### src/rtl/cache_assoc_ctrl_pkg.sv
// Shared definitions for the fully associative cache controller.
//   ADDR_W_DEF / DATA_W_DEF : default address and data widths (match the 32x8 memory)
//   CNT_W                   : width of the hit / miss counters
//   state_e                 : controller FSM state encoding
package cache_assoc_ctrl_pkg;

    localparam int unsigned ADDR_W_DEF = 5;
    localparam int unsigned DATA_W_DEF = 8;
    localparam int unsigned CNT_W      = 8;

    typedef enum logic [2:0] {
        StIdle     = 3'd0,
        StCheck    = 3'd1,
        StWb       = 3'd2,
        StFill     = 3'd3,
        StFillWait = 3'd4,
        StDone     = 3'd5
    } state_e;

endpackage

### src/rtl/cache_lru.sv
// Age-based LRU tracker for a fully associative cache.
// Ages always form a permutation of 0..LINES-1; age 0 is most recently used.
//   clock, reset : rising-edge clock, asynchronous active-high reset (age[i] = i)
//   touch        : mark line touch_idx as most recently used this cycle
//   touch_idx    : index of the line being touched
//   victim_idx   : index of the line whose age is LINES-1 (least recently used)
module cache_lru
    import cache_assoc_ctrl_pkg::*;
#(
    parameter int unsigned LINES = 4,
    parameter int unsigned AGE_W = $clog2(LINES)
) (
    input  logic             clock,
    input  logic             reset,
    input  logic             touch,
    input  logic [AGE_W-1:0] touch_idx,
    output logic [AGE_W-1:0] victim_idx
);

    logic [AGE_W-1:0] age_q [LINES];
    logic [AGE_W-1:0] age_d [LINES];

    // Lines younger than the touched one age by one; the touched line becomes 0.
    always_comb begin
        age_d = age_q;
        if (touch) begin
            for (int i = 0; i < LINES; i++) begin
                if (AGE_W'(i) == touch_idx) begin
                    age_d[i] = '0;
                end else if (age_q[i] < age_q[touch_idx]) begin
                    age_d[i] = age_q[i] + AGE_W'(1);
                end
            end
        end
    end

    always_comb begin
        victim_idx = '0;
        for (int i = 0; i < LINES; i++) begin
            if (age_q[i] == AGE_W'(LINES - 1)) begin
                victim_idx = AGE_W'(i);
            end
        end
    end

    always_ff @(posedge clock or posedge reset) begin
        if (reset) begin
            for (int i = 0; i < LINES; i++) begin
                age_q[i] <= AGE_W'(i);
            end
        end else begin
            age_q <= age_d;
        end
    end

endmodule

### src/rtl/cache_assoc_ctrl.sv
// Fully associative, write-back, write-allocate cache controller in front of a
// single-port memory with registered address (q valid the cycle after the address).
//   clock, reset          : rising-edge clock, asynchronous active-high reset
//   req, wren, address,
//   data                  : request strobe (taken when busy=0), write flag, address, write data
//   q, done, hit, busy    : read data, one-cycle completion pulse, hit flag, request in flight
//   mem_address, mem_data,
//   mem_wren, mem_q       : memory port (owned by this block)
//   hit_cnt, miss_cnt     : wrapping 8-bit hit / miss counters
module cache_assoc_ctrl
    import cache_assoc_ctrl_pkg::*;
#(
    parameter int unsigned ADDR_W = ADDR_W_DEF,
    parameter int unsigned DATA_W = DATA_W_DEF,
    parameter int unsigned LINES  = 4
) (
    input  logic              clock,
    input  logic              reset,
    input  logic              req,
    input  logic              wren,
    input  logic [ADDR_W-1:0] address,
    input  logic [DATA_W-1:0] data,
    output logic [DATA_W-1:0] q,
    output logic              done,
    output logic              hit,
    output logic              busy,
    output logic [ADDR_W-1:0] mem_address,
    output logic [DATA_W-1:0] mem_data,
    output logic              mem_wren,
    input  logic [DATA_W-1:0] mem_q,
    output logic [CNT_W-1:0]  hit_cnt,
    output logic [CNT_W-1:0]  miss_cnt
);

    localparam int unsigned AGE_W = $clog2(LINES);

    state_e state_q, state_d;

    logic              req_wren_q, req_wren_d;
    logic [ADDR_W-1:0] req_addr_q, req_addr_d;
    logic [DATA_W-1:0] req_data_q, req_data_d;
    logic [AGE_W-1:0]  victim_q, victim_d;

    logic [LINES-1:0]  valid_q, valid_d;
    logic [LINES-1:0]  dirty_q, dirty_d;
    logic [ADDR_W-1:0] tag_q [LINES];
    logic [ADDR_W-1:0] tag_d [LINES];
    logic [DATA_W-1:0] line_data_q [LINES];
    logic [DATA_W-1:0] line_data_d [LINES];

    logic [DATA_W-1:0] q_q, q_d;
    logic              hit_q, hit_d;
    logic [CNT_W-1:0]  hit_cnt_q, hit_cnt_d;
    logic [CNT_W-1:0]  miss_cnt_q, miss_cnt_d;

    logic              lookup_hit;
    logic [AGE_W-1:0]  hit_idx;
    logic              have_invalid;
    logic [AGE_W-1:0]  free_idx;
    logic [AGE_W-1:0]  lru_victim;
    logic [AGE_W-1:0]  victim_pick;
    logic              victim_dirty;

    logic              touch;
    logic [AGE_W-1:0]  touch_idx;
    logic              fill_en;
    logic [AGE_W-1:0]  fill_idx;
    logic [DATA_W-1:0] fill_data;
    logic              fill_dirty;

    cache_lru #(
        .LINES (LINES),
        .AGE_W (AGE_W)
    ) u_lru (
        .clock      (clock),
        .reset      (reset),
        .touch      (touch),
        .touch_idx  (touch_idx),
        .victim_idx (lru_victim)
    );

    // Tag compare: the whole address is the tag, so at most one line matches.
    always_comb begin
        lookup_hit = 1'b0;
        hit_idx    = '0;
        for (int i = 0; i < LINES; i++) begin
            if (valid_q[i] && (tag_q[i] == req_addr_q)) begin
                lookup_hit = 1'b1;
                hit_idx    = AGE_W'(i);
            end
        end
    end

    // Descending scan so the lowest-index invalid line wins.
    always_comb begin
        have_invalid = 1'b0;
        free_idx     = '0;
        for (int i = LINES - 1; i >= 0; i--) begin
            if (!valid_q[i]) begin
                have_invalid = 1'b1;
                free_idx     = AGE_W'(i);
            end
        end
    end

    assign victim_pick  = have_invalid ? free_idx : lru_victim;
    assign victim_dirty = valid_q[victim_pick] && dirty_q[victim_pick];

    // FSM: state register
    always_ff @(posedge clock or posedge reset) begin
        if (reset) begin
            state_q <= StIdle;
        end else begin
            state_q <= state_d;
        end
    end

    // FSM: next state
    always_comb begin
        state_d = state_q;
        unique case (state_q)
            StIdle:     if (req) state_d = StCheck;
            StCheck: begin
                if (lookup_hit)        state_d = StDone;
                else if (victim_dirty) state_d = StWb;
                else if (req_wren_q)   state_d = StDone;
                else                   state_d = StFill;
            end
            StWb:       state_d = req_wren_q ? StDone : StFill;
            StFill:     state_d = StFillWait;
            StFillWait: state_d = StDone;
            StDone:     state_d = req ? StCheck : StIdle;
            default:    state_d = StIdle;
        endcase
    end

    // FSM: outputs toward the requester and the memory
    always_comb begin
        busy        = 1'b0;
        done        = 1'b0;
        mem_wren    = 1'b0;
        mem_address = '0;
        mem_data    = '0;
        unique case (state_q)
            StCheck:    busy = 1'b1;
            StWb: begin
                busy        = 1'b1;
                mem_wren    = 1'b1;
                mem_address = tag_q[victim_q];
                mem_data    = line_data_q[victim_q];
            end
            StFill: begin
                busy        = 1'b1;
                mem_address = req_addr_q;
            end
            StFillWait: busy = 1'b1;
            StDone:     done = 1'b1;
            default: ;
        endcase
    end

    // Datapath next state: request capture, line updates, result and counters.
    always_comb begin
        req_wren_d  = req_wren_q;
        req_addr_d  = req_addr_q;
        req_data_d  = req_data_q;
        victim_d    = victim_q;
        valid_d     = valid_q;
        dirty_d     = dirty_q;
        tag_d       = tag_q;
        line_data_d = line_data_q;
        q_d         = q_q;
        hit_d       = hit_q;
        hit_cnt_d   = hit_cnt_q;
        miss_cnt_d  = miss_cnt_q;
        touch       = 1'b0;
        touch_idx   = '0;
        fill_en     = 1'b0;
        fill_idx    = '0;
        fill_data   = '0;
        fill_dirty  = 1'b0;

        case (state_q)
            StIdle, StDone: begin
                if (req) begin
                    req_wren_d = wren;
                    req_addr_d = address;
                    req_data_d = data;
                end
            end
            StCheck: begin
                if (lookup_hit) begin
                    if (req_wren_q) begin
                        line_data_d[hit_idx] = req_data_q;
                        dirty_d[hit_idx]     = 1'b1;
                    end else begin
                        q_d = line_data_q[hit_idx];
                    end
                    hit_d     = 1'b1;
                    hit_cnt_d = hit_cnt_q + CNT_W'(1);
                    touch     = 1'b1;
                    touch_idx = hit_idx;
                end else begin
                    hit_d      = 1'b0;
                    miss_cnt_d = miss_cnt_q + CNT_W'(1);
                    victim_d   = victim_pick;
                    // Clean write miss installs immediately; the word is fully overwritten.
                    if (!victim_dirty && req_wren_q) begin
                        fill_en    = 1'b1;
                        fill_idx   = victim_pick;
                        fill_data  = req_data_q;
                        fill_dirty = 1'b1;
                    end
                end
            end
            StWb: begin
                if (req_wren_q) begin
                    fill_en    = 1'b1;
                    fill_idx   = victim_q;
                    fill_data  = req_data_q;
                    fill_dirty = 1'b1;
                end
            end
            StFillWait: begin
                fill_en    = 1'b1;
                fill_idx   = victim_q;
                fill_data  = mem_q;
                fill_dirty = 1'b0;
                q_d        = mem_q;
            end
            default: ;
        endcase

        if (fill_en) begin
            valid_d[fill_idx]     = 1'b1;
            dirty_d[fill_idx]     = fill_dirty;
            tag_d[fill_idx]       = req_addr_q;
            line_data_d[fill_idx] = fill_data;
            touch                 = 1'b1;
            touch_idx             = fill_idx;
        end
    end

    always_ff @(posedge clock or posedge reset) begin
        if (reset) begin
            req_wren_q <= 1'b0;
            req_addr_q <= '0;
            req_data_q <= '0;
            victim_q   <= '0;
            valid_q    <= '0;
            dirty_q    <= '0;
            for (int i = 0; i < LINES; i++) begin
                tag_q[i]       <= '0;
                line_data_q[i] <= '0;
            end
            q_q        <= '0;
            hit_q      <= 1'b0;
            hit_cnt_q  <= '0;
            miss_cnt_q <= '0;
        end else begin
            req_wren_q  <= req_wren_d;
            req_addr_q  <= req_addr_d;
            req_data_q  <= req_data_d;
            victim_q    <= victim_d;
            valid_q     <= valid_d;
            dirty_q     <= dirty_d;
            tag_q       <= tag_d;
            line_data_q <= line_data_d;
            q_q         <= q_d;
            hit_q       <= hit_d;
            hit_cnt_q   <= hit_cnt_d;
            miss_cnt_q  <= miss_cnt_d;
        end
    end

    assign q        = q_q;
    assign hit      = hit_q;
    assign hit_cnt  = hit_cnt_q;
    assign miss_cnt = miss_cnt_q;

endmodule

### config.mk
export PLATFORM = sky130hd
export DESIGN_NAME = cache_assoc_ctrl
export DESIGN_NICKNAME = d
export VERILOG_FILES = /design/src/rtl/cache_assoc_ctrl_pkg.sv /design/src/rtl/cache_lru.sv /design/src/rtl/cache_assoc_ctrl.sv
export SDC_FILE = /design/constraint.sdc
export NUM_CORES = 1
export LEC_CHECK = 0
export CELL_PAD_IN_SITES_DETAIL_PLACEMENT = 0
export CELL_PAD_IN_SITES_GLOBAL_PLACEMENT = 2
export CORE_UTILIZATION = 40
export CTS_CLUSTER_DIAMETER = 120
export CTS_CLUSTER_SIZE = 12
export DETAILED_ROUTE_END_ITERATION = 7
export HOLD_SLACK_MARGIN = 0.03
export PLACE_DENSITY = 0.9
export SLEW_MARGIN = 0
export SYNTH_ARGS = -nofsm -noshare
export SYNTH_HDL_FRONTEND = slang
export SYNTH_SLANG_ARGS = --single-unit
### constraint.sdc
create_clock -name clock -period 9.8 [get_ports clock]
set_clock_uncertainty 0.05 [all_clocks]
set_input_delay 1.96 -clock clock [delete_from_list [all_inputs] [get_ports clock]]
set_output_delay 1.96 -clock clock [all_outputs]
set_load 0.02 [all_outputs]
==> results.toml <==
[grt]
grt_start_max_net_pins = 72
grt_pass1_vias = 4800
grt_pass1_wl_um = 26280
antenna_found_initial = 0
grt_usage_pct = 21.07
overflow = 0

[final_layout]
layout-drive-gt1-share_pct = 18.94
stdcell_count = 855
area_delta_synth_final_pct = 17.63
fin_nets = 669
n_antenna_cell = 0

[routing]
drtIter0Drc = 365
finalWirelength_um = 16020
avgViaCountPerCell = 5.612
ant_nets = 0
wire_per_inst_um = 18.74
detail_route.first_pass.iterations = 8
vias = 4798
drcViolationCount = 0

[cts]
clock_sinks = 112
clock_latency_ns = 0.37
clock_path_buffers = 2
tritoncts = "built"
post_cts_buffers = 0
cts.clk_slew.worst_paths_ns = 0.08
htree_levels = 3
cts_root_buffer = "clkbuf_16"
cts_buffers = 9
holdBufCountCts = 0
cts_resized = 0

[yosys]
synth_edf_count = 0
synth.largest_area_cell = "dfrtp_1"
syn_inst = 596
synth_seq_cells = 112
synthesis.nets = 626
ys_seq_area_share_pct = 44.50
yosys-top-cells-count = "108 x dfrtp_1, 65 x mux2_2, 50 x nand2_1"
syn_area_per_cell_um2 = 10.59
netlist.area_leader.share_pct = 42.83
synth_cell_types = 57
synth_most_common_cell = "dfrtp_1"
synth_area_um2 = 6310
async_reset_ff_share_pct = 100.0
synth-warning-count = 0
netlist_top_cells_area = "dfrtp_1 43%, mux2_2 12%, mux4_2 4.6%, xnor2_1 3.2%, o21ai_0 3.1%"
synth_flop_cell = "dfrtp_1"

[floorplan]
initial_utilization_pct = 41.20
die-area_um2 = 16280
rows = 45
fp.dieW_um = 127.6
dieHeight_um = 127.6
coreArea_um2 = 15310
ioPinCount = 66

[timing]
drv_slew = 0
final-setup-viol-count = 0
rsz0062_at_grt = "false"
fmax_mhz = 213.5
fin_crit_sh_pct = 47.79
max_slew_margin_pct = 24.67
finalSetupTns_ns = 0
fin_crit_ns = 4.683
tightest_slew_ns = 1.128
final_hold_viol_count = 0

[critical_path]
cpMaxStageDelayCell = "dfrtp_1"
crit_arrival_ns = 2.67
worstPathCellList = "mux4_2 > and3_1 > clkdlybuf4s50_1"
end_kind = "output pin"
cp.required_ns = 7.79
path_class = "flip-flop to output pin"
r2r_cells = 9
critPathBufInv = 1
max_stage_delay_ns = 0.95
worstPathMaxFanout = 15
r2r_setup_slack_ns = 5.37
rr_startpoint = "req_addr_q[0]"
cpLargestDelayFamily = "flip-flops"
worst_setup_path_start_kind = "flip-flop"
startpoint = "victim_q[1]"
rr_endpoint = "u_lru.age_q[6]"

[hold_path]
hp-class = "flip-flop to flip-flop"
whs_endpoint = "miss_cnt[7]"
holdPathStages = 1
min_from = "miss_cnt[7]"

[power_and_ir_drop]
ir_drop_v = 0.0001180
leakagePower_nw = 3.019
p_per_area_nw_per_um2 = 345.4

[status]
status = "completed"

[place]
io_buffers = 65
hpwlAfterDp_um = 10730
dp.cells = 839
gp_congestion = 0.8478

[run]
cap_viol_max_count = 0
## power breakdown
group          switching [mW]  internal (mW)  leakage [nW]  total [mW]
registers               0.252          0.661          1.36       0.912
logic                   0.655          0.630          1.52        1.28
clock network           0.188          0.179         0.136       0.367
## cell type report
type / instances / area [µm²]
clock buffer: 9 / 225.2
clock inverter: 7 / 63.81
fill: 1419 / 7893
inverter: 9 / 36.28
multi-input combinational: 436 / 3329
sequential: 112 / 2808
tap: 211 / 264.0
timing repair buffer: 71 / 695.7
## worst max path at each step
stage	endpoint	slack (ns)	cells past startpoint
5_1_grt	mem_address[4]	4.97	4
3_3_place_gp	mem_data[3]	5.50	3
2_1_floorplan	dirty_q[0]	4.84	1
4_1_cts	mem_data[4]	5.09	3
6_report	mem_data[4]	5.12	3
3_5_place_dp	u_lru.age_q[6]	5.45	9
## flip-flops by register name, summed over array words and instances, names as in the netlist, 4 cells and up
register	flops
dirty_q	4
hit_cnt	8
line_data_q	32
req_data_q	8
miss_cnt	8
valid_q	4
tag_q	20
u_lru.age_q	8
q	8
req_addr_q	5
## per-layer routing
metal  routed length, µm  vias up  GRT usage, %
met5                   0        -             0
met3                 649       18         4.104
met4                 183        0         5.398
met2                7920      128         35.26
met1                7271     2404         28.05
li1                    -     2248             -
## logic make-up (layout without fill, tap and decap cells)
logic type / Yosys count / in the layout / synth area share (%)
DFF: 112 / 112 / 44.50
AOI/OAI and AO/OA: 130 / 130 / 13.92
adders and majority gates: 5 / 5 / 0.9915
buffers and inverters: 48 / 96 / 3.093
xor gates and xnor gates: 36 / 36 / 4.997
muxes: 95 / 95 / 19.06
and+or+nand+nor: 170 / 170 / 13.44
## layout by cell type, fill, tap and decap left out, drive strengths merged, types with 8 or more instances in the layout
cell / synthesis / routed
xor2: 13 / 13
clkdlybuf4s50: 0 / 65
o21ai: 41 / 41
dfrtp: 108 / 108
nor2b: 17 / 17
nand2: 50 / 50
nor2: 41 / 41
and3: 17 / 17
clkbuf: 28 / 9
mux2i: 17 / 17
inv: 9 / 13
mux4: 13 / 13
a221oi: 9 / 9
xnor2: 23 / 23
a22oi: 9 / 9
a211oi: 11 / 11
mux2: 65 / 65
a21boi: 8 / 8
a21oi: 27 / 27
## per-stage QoR
stage | cell area [µm²] | worst slack [ns] | hold slack (ns) | power [mW] | util [%]
6_report | 7422 | 5.117 | 0.4203 | 2.564 | 48.46
5_1_grt | 7422 | 4.968 | 0.4576 | 2.756 | 48.46
4_1_cts | 7422 | 5.095 | 0.4267 | 2.582 | 48.46
3_5_place_dp | 7133 | 5.447 | 0.4117 | 2.208 | 46.58
3_3_place_gp | 7133 | 5.496 | 0.4094 | 2.176 | 46.58
2_1_floorplan | 6310 | 4.838 | 0.4241 | 1.812 | -
Power figures use the tool's default switching activity.
